### src/rtl/product_acc_pkg.sv
// product_acc_pkg: shared types and constants for the product accumulator.
// Provides the FSM state encoding, product width and batch-size helper.
package product_acc_pkg;

    // Width of one product from the 4x4 array multiplier.
    localparam int PROD_W = 8;

    typedef enum logic [1:0] {
        IDLE  = 2'd0,
        ACCUM = 2'd1,
        HOLD  = 2'd2
    } state_t;

    // Largest batch a len input of len_w bits can request (len + 1).
    function automatic int max_batch(input int len_w);
        return 1 << len_w;
    endfunction

endpackage

### src/rtl/product_accumulator_sat_adder.sv
// sat_adder: unsigned ACC_W + PROD_W bit add that clamps to all ones.
// Ports: a (accumulator), b (product), sum (clamped result), ovf (clamped).
module sat_adder
    import product_acc_pkg::*;
#(
    parameter int ACC_W = 12
) (
    input  logic [ACC_W-1:0]  a,
    input  logic [PROD_W-1:0] b,
    output logic [ACC_W-1:0]  sum,
    output logic              ovf
);

    // One extra bit catches the carry out of the accumulator width.
    logic [ACC_W:0] full;

    assign full = {1'b0, a} + (ACC_W + 1)'(b);
    assign ovf  = full[ACC_W];
    assign sum  = ovf ? '1 : full[ACC_W-1:0];

endmodule

### src/rtl/product_accumulator.sv
// product_accumulator: sums a batch of len+1 multiplier products.
// Ports: clk, rst (sync, active high); p_in/p_valid/p_ready product input;
// len batch length - 1; acc_out/acc_valid/acc_ready result; ovf saturated.
module product_accumulator
    import product_acc_pkg::*;
#(
    parameter int ACC_W = 12,
    parameter int LEN_W = 4
) (
    input  logic              clk,
    input  logic              rst,
    input  logic [PROD_W-1:0] p_in,
    input  logic              p_valid,
    output logic              p_ready,
    input  logic [LEN_W-1:0]  len,
    output logic [ACC_W-1:0]  acc_out,
    output logic              acc_valid,
    input  logic              acc_ready,
    output logic              ovf
);

    state_t           state;
    logic [ACC_W-1:0] acc;
    logic [ACC_W-1:0] sum;
    logic [LEN_W-1:0] remaining;
    logic             add_ovf;
    logic             accept;

    // Inputs are held off while a finished result waits for the consumer.
    assign p_ready = (state != HOLD);
    assign accept  = p_valid & p_ready;
    assign acc_out = acc;

    sat_adder #(
        .ACC_W (ACC_W)
    ) u_add (
        .a   (acc),
        .b   (p_in),
        .sum (sum),
        .ovf (add_ovf)
    );

    always_ff @(posedge clk) begin
        if (rst) begin
            state     <= IDLE;
            acc       <= '0;
            remaining <= '0;
            acc_valid <= 1'b0;
            ovf       <= 1'b0;
        end else begin
            unique case (state)
                IDLE: begin
                    if (accept) begin
                        // First product starts a fresh sum; len latched here.
                        acc       <= ACC_W'(p_in);
                        ovf       <= 1'b0;
                        remaining <= len;
                        if (len == '0) begin
                            state     <= HOLD;
                            acc_valid <= 1'b1;
                        end else begin
                            state <= ACCUM;
                        end
                    end
                end
                ACCUM: begin
                    if (accept) begin
                        acc       <= sum;
                        ovf       <= ovf | add_ovf;
                        remaining <= remaining - 1'b1;
                        if (remaining == LEN_W'(1)) begin
                            state     <= HOLD;
                            acc_valid <= 1'b1;
                        end
                    end
                end
                HOLD: begin
                    if (acc_ready) begin
                        state     <= IDLE;
                        acc_valid <= 1'b0;
                    end
                end
                default: begin
                    state     <= IDLE;
                    acc_valid <= 1'b0;
                end
            endcase
        end
    end

endmodule

### config.mk
export PLATFORM = sky130hd
export DESIGN_NAME = product_accumulator
export DESIGN_NICKNAME = d
export VERILOG_FILES = /design/src/rtl/product_acc_pkg.sv /design/src/rtl/product_accumulator_sat_adder.sv /design/src/rtl/product_accumulator.sv
export SDC_FILE = /design/constraint.sdc
export NUM_CORES = 1
export LEC_CHECK = 0
export BUFFER_PORTS_ARGS = -buffer_cell sky130_fd_sc_hd__buf_2
export CORE_ASPECT_RATIO = 0.8
export CORE_UTILIZATION = 35
export CTS_CLUSTER_SIZE = 40
export DETAILED_ROUTE_END_ITERATION = 10
export GPL_TIMING_DRIVEN = 0
export SLEW_MARGIN = 20
export SYNTH_ARGS = -nofsm -noshare
export SYNTH_HDL_FRONTEND = slang
export SYNTH_SLANG_ARGS = --single-unit
export TNS_END_PERCENT = 5
### constraint.sdc
create_clock -name clk -period 2.05 [get_ports clk]
set_input_delay 0 -clock clk [delete_from_list [all_inputs] [get_ports clk]]
set_output_delay 0 -clock clk [all_outputs]
set_load 0.05 [all_outputs]
==> results of run 1 <==
-- sequential cells by signal (all words and copies together) (netlist names) --
name / flops
state: 2
acc_out: 12
remaining: 4
ovf: 1
acc_valid: 1
-- layer usage --
metal / up-vias / wire length [um] / part of all wire
li1: 681 / - / -
met1: 652 / 1710 / 0.48
met2: 29 / 1670 / 0.47
met3: 4 / 142 / 0.040
met4: 0 / 31 / 0.0087
met5: - / 0 / 0
-- cells by family (layout without fill, tap and decap cells) --
logic type                 count (synthesis)  after routing  share of synthesized area
and+or+nand+nor                           62             62                      0.226
AOI/OAI and AO/OA                         51             51                      0.267
DFF                                       20             20                      0.294
buffers and inverters                     13             48                     0.0386
adders and majority gates                 11             11                      0.107
xor gates and xnor gates                   7              7                     0.0450
muxes                                      3              3                     0.0221
-- cell usage after synthesis, drive strengths merged, types with 4 or more instances --
master   n
xnor2    4
ha      10
nand2b   5
a21oi   17
a21o     4
nand2   21
nor2    11
o211ai   4
inv      6
o221ai   5
o21ai    6
nor2b    6
buf      5
dfxtp   20
nor3     4
-- tightest hold or removal path, cell delays in order --
cell and delay [ps]:
buf_2 90, o221ai_1 100, nand2_1 70
-- area by class of cell --
| class | instances | area share |
|---|---|---|
| multi-input combinational | 134 | 0.571 |
| sequential | 20 | 0.240 |
| timing repair buffer | 31 | 0.0945 |
| clock buffer | 4 | 0.0325 |
| tap | 42 | 0.0310 |
| buffer | 7 | 0.0177 |
| inverter | 6 | 0.0133 |
-- where the power goes --
group | switching (uW) | total (uW) | internal, uW
registers | 26.1 | 448 | 422
logic | 275 | 441 | 166
clock network | 141 | 312 | 171
-- what timing repair did --
item | 4_1_cts | 5_1_grt
pin swaps | 2 | 4
setup buffers | 0 | 2
resized for setup | 6 | 7
hold endpoints to repair | 0 | 0
endpoints found under the setup margin | 5 | 5
-- worst paths after layout --
kind                            slack [ps]  cells after the start    endpoint  startpoint
worst min-delay path                    30                      3  acc_out[2]     p_in[2]
worst max-delay path                   100                      7  acc_out[9]  acc_out[3]
worst max register to register         100                      7  acc_out[9]  acc_out[3]
worst min register to register         460                      2  acc_out[2]  acc_out[2]
-- through the flow --
stage,total power (uW),utilization,setup TNS [ps],worst slack [ps],instances
after floorplan,767,-,-112,-37.8,167
after global placement,852,0.439,-42.8,-23.0,238
after detailed placement,865,0.439,-267,-87.6,238
after CTS,1190,0.462,0,56.8,242
after global routing,1270,0.475,0,4.63,244
final,1200,0.475,0,99.6,244
==> impl_metrics.env, run 1 <==
export IMPL_wl_per_cell_um=14.6
export IMPL_synth_fp_nets=194
export IMPL_routed_wl_um=3550
export IMPL_clk_pin_slew_worst_paths_ps=80
export IMPL_dieWidth_um=71.7
export IMPL_vias=1366
export IMPL_hold_ws_ps=25.8
export IMPL_cts_sinks=20
export IMPL_status="completed"
export IMPL_area_delta_synth_final_pct=24.4
export IMPL_slowest_delay_ps=410
export IMPL_yosysWarnings=0
export IMPL_root_buffer="clkbuf_8"
export IMPL_worstHoldPathType="input pin to register"
export IMPL_p_per_area_nw_per_um2=709
export IMPL_drtPass1Iterations=4
export IMPL_critPathArrivalTime_ps=2100
export IMPL_dpl_cell_area_um2=1570
export IMPL_critical_path_cell_chain="ha_1 > a21oi_2 > nor2b_1 > a311o_2 > a221oi_4 > or4_1 > nand3_1"
export IMPL_ant_nets=0
export IMPL_dp_hpwl_um=2650
export IMPL_grt_pass1_vias=1269
export IMPL_use_met1=0.255
export IMPL_synth_seq_cells=20
export IMPL_cts_max_level=1
export IMPL_die_height_um=57.8
export IMPL_rows=19
export IMPL_final_seq_area_um2=407
export IMPL_slew_viol_final=0
export IMPL_globalRouteMet2Util=0.290
export IMPL_critPathTopFamily="compound AO/OA/AOI/OAI gates"
export IMPL_drc_errors=0
export IMPL_required_ps=2200
export IMPL_worst_setup_path_start_kind="register"
export IMPL_busiest_layer="met2"
export IMPL_post_route_cell_area_um2=1690
export IMPL_period_needed_ps=1950
export IMPL_fin_skew_ps=3.13
export IMPL_globalplace_congestion=0.936
export IMPL_grt_overflow=0
export IMPL_numCtsBuffers=3
export IMPL_drtIter0Drc=84
export IMPL_clockBufferDepth=2
export IMPL_cp_buffers_inverters=0
export IMPL_ctsHoldBuffers=0
export IMPL_vias_per_cell=5.60
export IMPL_yosysSeqAreaShare=0.294
export IMPL_cp_slowest_cell="a311o_2"
export IMPL_layout_drive_gt1_share=0.292
export IMPL_start_util=0.382
export IMPL_clkLatencyLatePin_ps=260
export IMPL_multi_input_area_um2=967
export IMPL_cts_tree="done"
export IMPL_worstPathMaxFanout=5
export IMPL_post_route_period_util=0.951
export IMPL_leakage_uw=0.000735
export IMPL_finalHoldViolations=0
export IMPL_ios=31
export IMPL_syn_area_per_cell_um2=8.15
export IMPL_synthArstFlopShare=0
export IMPL_ys_types=44
export IMPL_grt_max_degree=12
export IMPL_port_buffers=29
export IMPL_track_usage=0.183
export IMPL_synth_top_area_frac=0.294
export IMPL_mostFrequentLayoutCell="buf_2"
export IMPL_layout_nets=230
export IMPL_netlist_area_um2=1360
export IMPL_mostFrequentLayoutCells="buf_2, nand2_1, dfxtp_1"
export IMPL_setup_viol=0
export IMPL_synth_edff_count=0
export IMPL_slew_headroom=0.638
export IMPL_fmax_mhz=513
export IMPL_synth_flop_cell="dfxtp_1"
export IMPL_grt_pass1_wl_um=5970
export IMPL_syn_inst=167
export IMPL_antenna_found_initial=0
export IMPL_crit_path_end_kind="register"
export IMPL_cap_violations=0
export IMPL_core_area_um2=3570
export IMPL_path_class="register to register"
export IMPL_dieArea_um2=4140
export IMPL_grt_setup_unrepaired="false"
export IMPL_tightest_slew_ps=542
export IMPL_yosys_area_top_type="dfxtp_1"
export IMPL_synthTopCellsByArea="dfxtp_1, ha_1, a21oi_1"
export IMPL_antenna_cells=0
export IMPL_fillers=357
export IMPL_ir_drop_mv=0.266
export IMPL_grt_use_met3=0.0435
(Power assumes the default switching activity.)
==> run 2: changes to the inputs <==
==> constraint.sdc (replaced) <==
create_clock -name clk -period 2.05 [get_ports clk]
set_input_delay 0 -clock clk [delete_from_list [all_inputs] [get_ports clk]]
set_output_delay 0 -clock clk [all_outputs]
set_load 0.005 [all_outputs]
==> run 2 against run 1 <==
Against the previous run:
- hold slack better by 2.9 ps
- final cell count decreased by 0.41%
- register-to-register slack got worse by 20 ps
- sequential power barely moved
- global-route usage is 0.99 points lower
- critical endpoint is now acc_out[3]
- largest cell class unchanged
==> impl_metrics.env, run 2 (same netlist as run 1, synthesis figures left out) <==
export IMPL_status="completed"
export IMPL_holdCritStartpoint="p_in[2]"
export IMPL_area_delta_synth_final_pct=24.1
export IMPL_cts_tree="done"
export IMPL_ctsHoldBuffers=0
export IMPL_die_height_um=57.8
export IMPL_grt_overflow=0
export IMPL_r2r_start="acc_out[0]"
export IMPL_p_per_area_nw_per_um2=672
export IMPL_grt_pass1_vias=1254
export IMPL_globalplace_congestion=0.918
export IMPL_drc_errors=0
export IMPL_vias_per_cell=5.58
export IMPL_critPathArrivalTime_ps=2130
export IMPL_core_area_um2=3570
export IMPL_cap_violations=0
export IMPL_start_util=0.382
export IMPL_antenna_cells=0
export IMPL_vias=1355
export IMPL_slew_headroom=0.581
export IMPL_cts_max_level=1
export IMPL_grt_max_degree=12
export IMPL_rows=19
export IMPL_period_needed_ps=1970
export IMPL_crit_path_end_kind="register"
export IMPL_finalHoldViolations=0
export IMPL_tightest_slew_ps=626
export IMPL_root_buffer="clkbuf_8"
export IMPL_postLayoutCoreUtil=0.474
export IMPL_ant_nets=0
export IMPL_setup_tns_ps=0
export IMPL_fin_skew_ps=4.79
export IMPL_grt_pass1_wl_um=5640
export IMPL_path_class="register to register"
export IMPL_ios=31
export IMPL_multi_input_area_um2=973
export IMPL_required_ps=2210
export IMPL_setup_viol=0
export IMPL_dp_cells=238
export IMPL_mostFrequentLayoutCell="buf_2"
export IMPL_worstHoldPathType="input pin to register"
export IMPL_antenna_found_initial=0
export IMPL_cts_sinks=20
export IMPL_slew_viol_final=0
export IMPL_fmax_mhz=507
export IMPL_dieArea_um2=4140
export IMPL_final_seq_area_um2=403
export IMPL_place_ws_ps=-102
export IMPL_drtPass1Iterations=4
export IMPL_largest_register_ffs=12
export IMPL_ir_drop_mv=0.475
export IMPL_track_usage=0.173
export IMPL_drtIter0Drc=71
export IMPL_worst_slack_ps=78.9
export IMPL_port_buffers=29
export IMPL_dieWidth_um=71.7
export IMPL_fin_cells=243
export IMPL_leakage_uw=0.000730
export IMPL_layout_drive_gt1_share=0.279
export IMPL_numCtsBuffers=3
export IMPL_layout_nets=229
export IMPL_clockBufferDepth=2
export IMPL_fillers=345
export IMPL_wl_per_cell_um=14.6
export IMPL_clkLatencyLatePin_ps=260
export IMPL_dp_hpwl_um=2670
export IMPL_routed_wl_um=3560
export IMPL_crit_start="acc_out[0]"
export IMPL_worstPathMaxFanout=4
export IMPL_mostFrequentLayoutCells="buf_2, nand2_1, dfxtp_1"
export IMPL_worst_setup_path_start_kind="register"
export IMPL_clk_pin_slew_worst_paths_ps=90
export IMPL_post_route_period_util=0.962
-- run 2: worst paths after layout --
kind / end / slack (ps) / cells after the start
worst max-delay path: acc_out[3] / 80 / 8
worst min-delay path: acc_out[2] / 30 / 3
worst max register to register: acc_out[3] / 80 / 8
worst min register to register: acc_out[6] / 450 / 2
-- run 2: layout make-up --
type	instances	area share
Multi-Input combinational cell	134	0.576
Sequential cell	20	0.239
Timing Repair Buffer	30	0.0904
Clock buffer	4	0.0326
Buffer	7	0.0178
Tap cell	42	0.0311
Inverter	6	0.0133
-- run 2: report_power, final --
group / leakage (uW) / switching, uW / internal, uW
clock: 0.0000288 / 146 / 171
sequential: 0.000165 / 26.4 / 420
combinational: 0.000537 / 208 / 163
total: 0.000730 / 380 / 755
-- run 2: critical path, cell delays in order (launching register included) --
cell and delay (ps):
dfxtp_2 360, ha_4 130, inv_1 50, fa_2 360
nand2b_4 160, a21oi_4 200, o21ai_2 120, and2_4 190
a221oi_1 290
-- run 2: metrics by stage --
stage	hold WS (ps)	power, uW	cell area [um2]
detailed placement	294	795	1560
CTS	25.6	1110	1620
floorplan	172	696	1360
finish	28.7	1130	1690
global route	38.6	1200	1690
global placement	285	780	1560
-- run 2: routing by layer --
layer | wire [um] | global-route usage
met5 | 0 | 0
met4 | 42 | 0.0364
met3 | 151 | 0.0383
met2 | 1630 | 0.298
met1 | 1740 | 0.224
-- run 2: timing repair --
action / CTS / global route
endpoints found under the setup margin: 8 / 13
setup buffers: 0 / 1
gates resized for setup: 2 / 13
pin swaps: 0 / 5
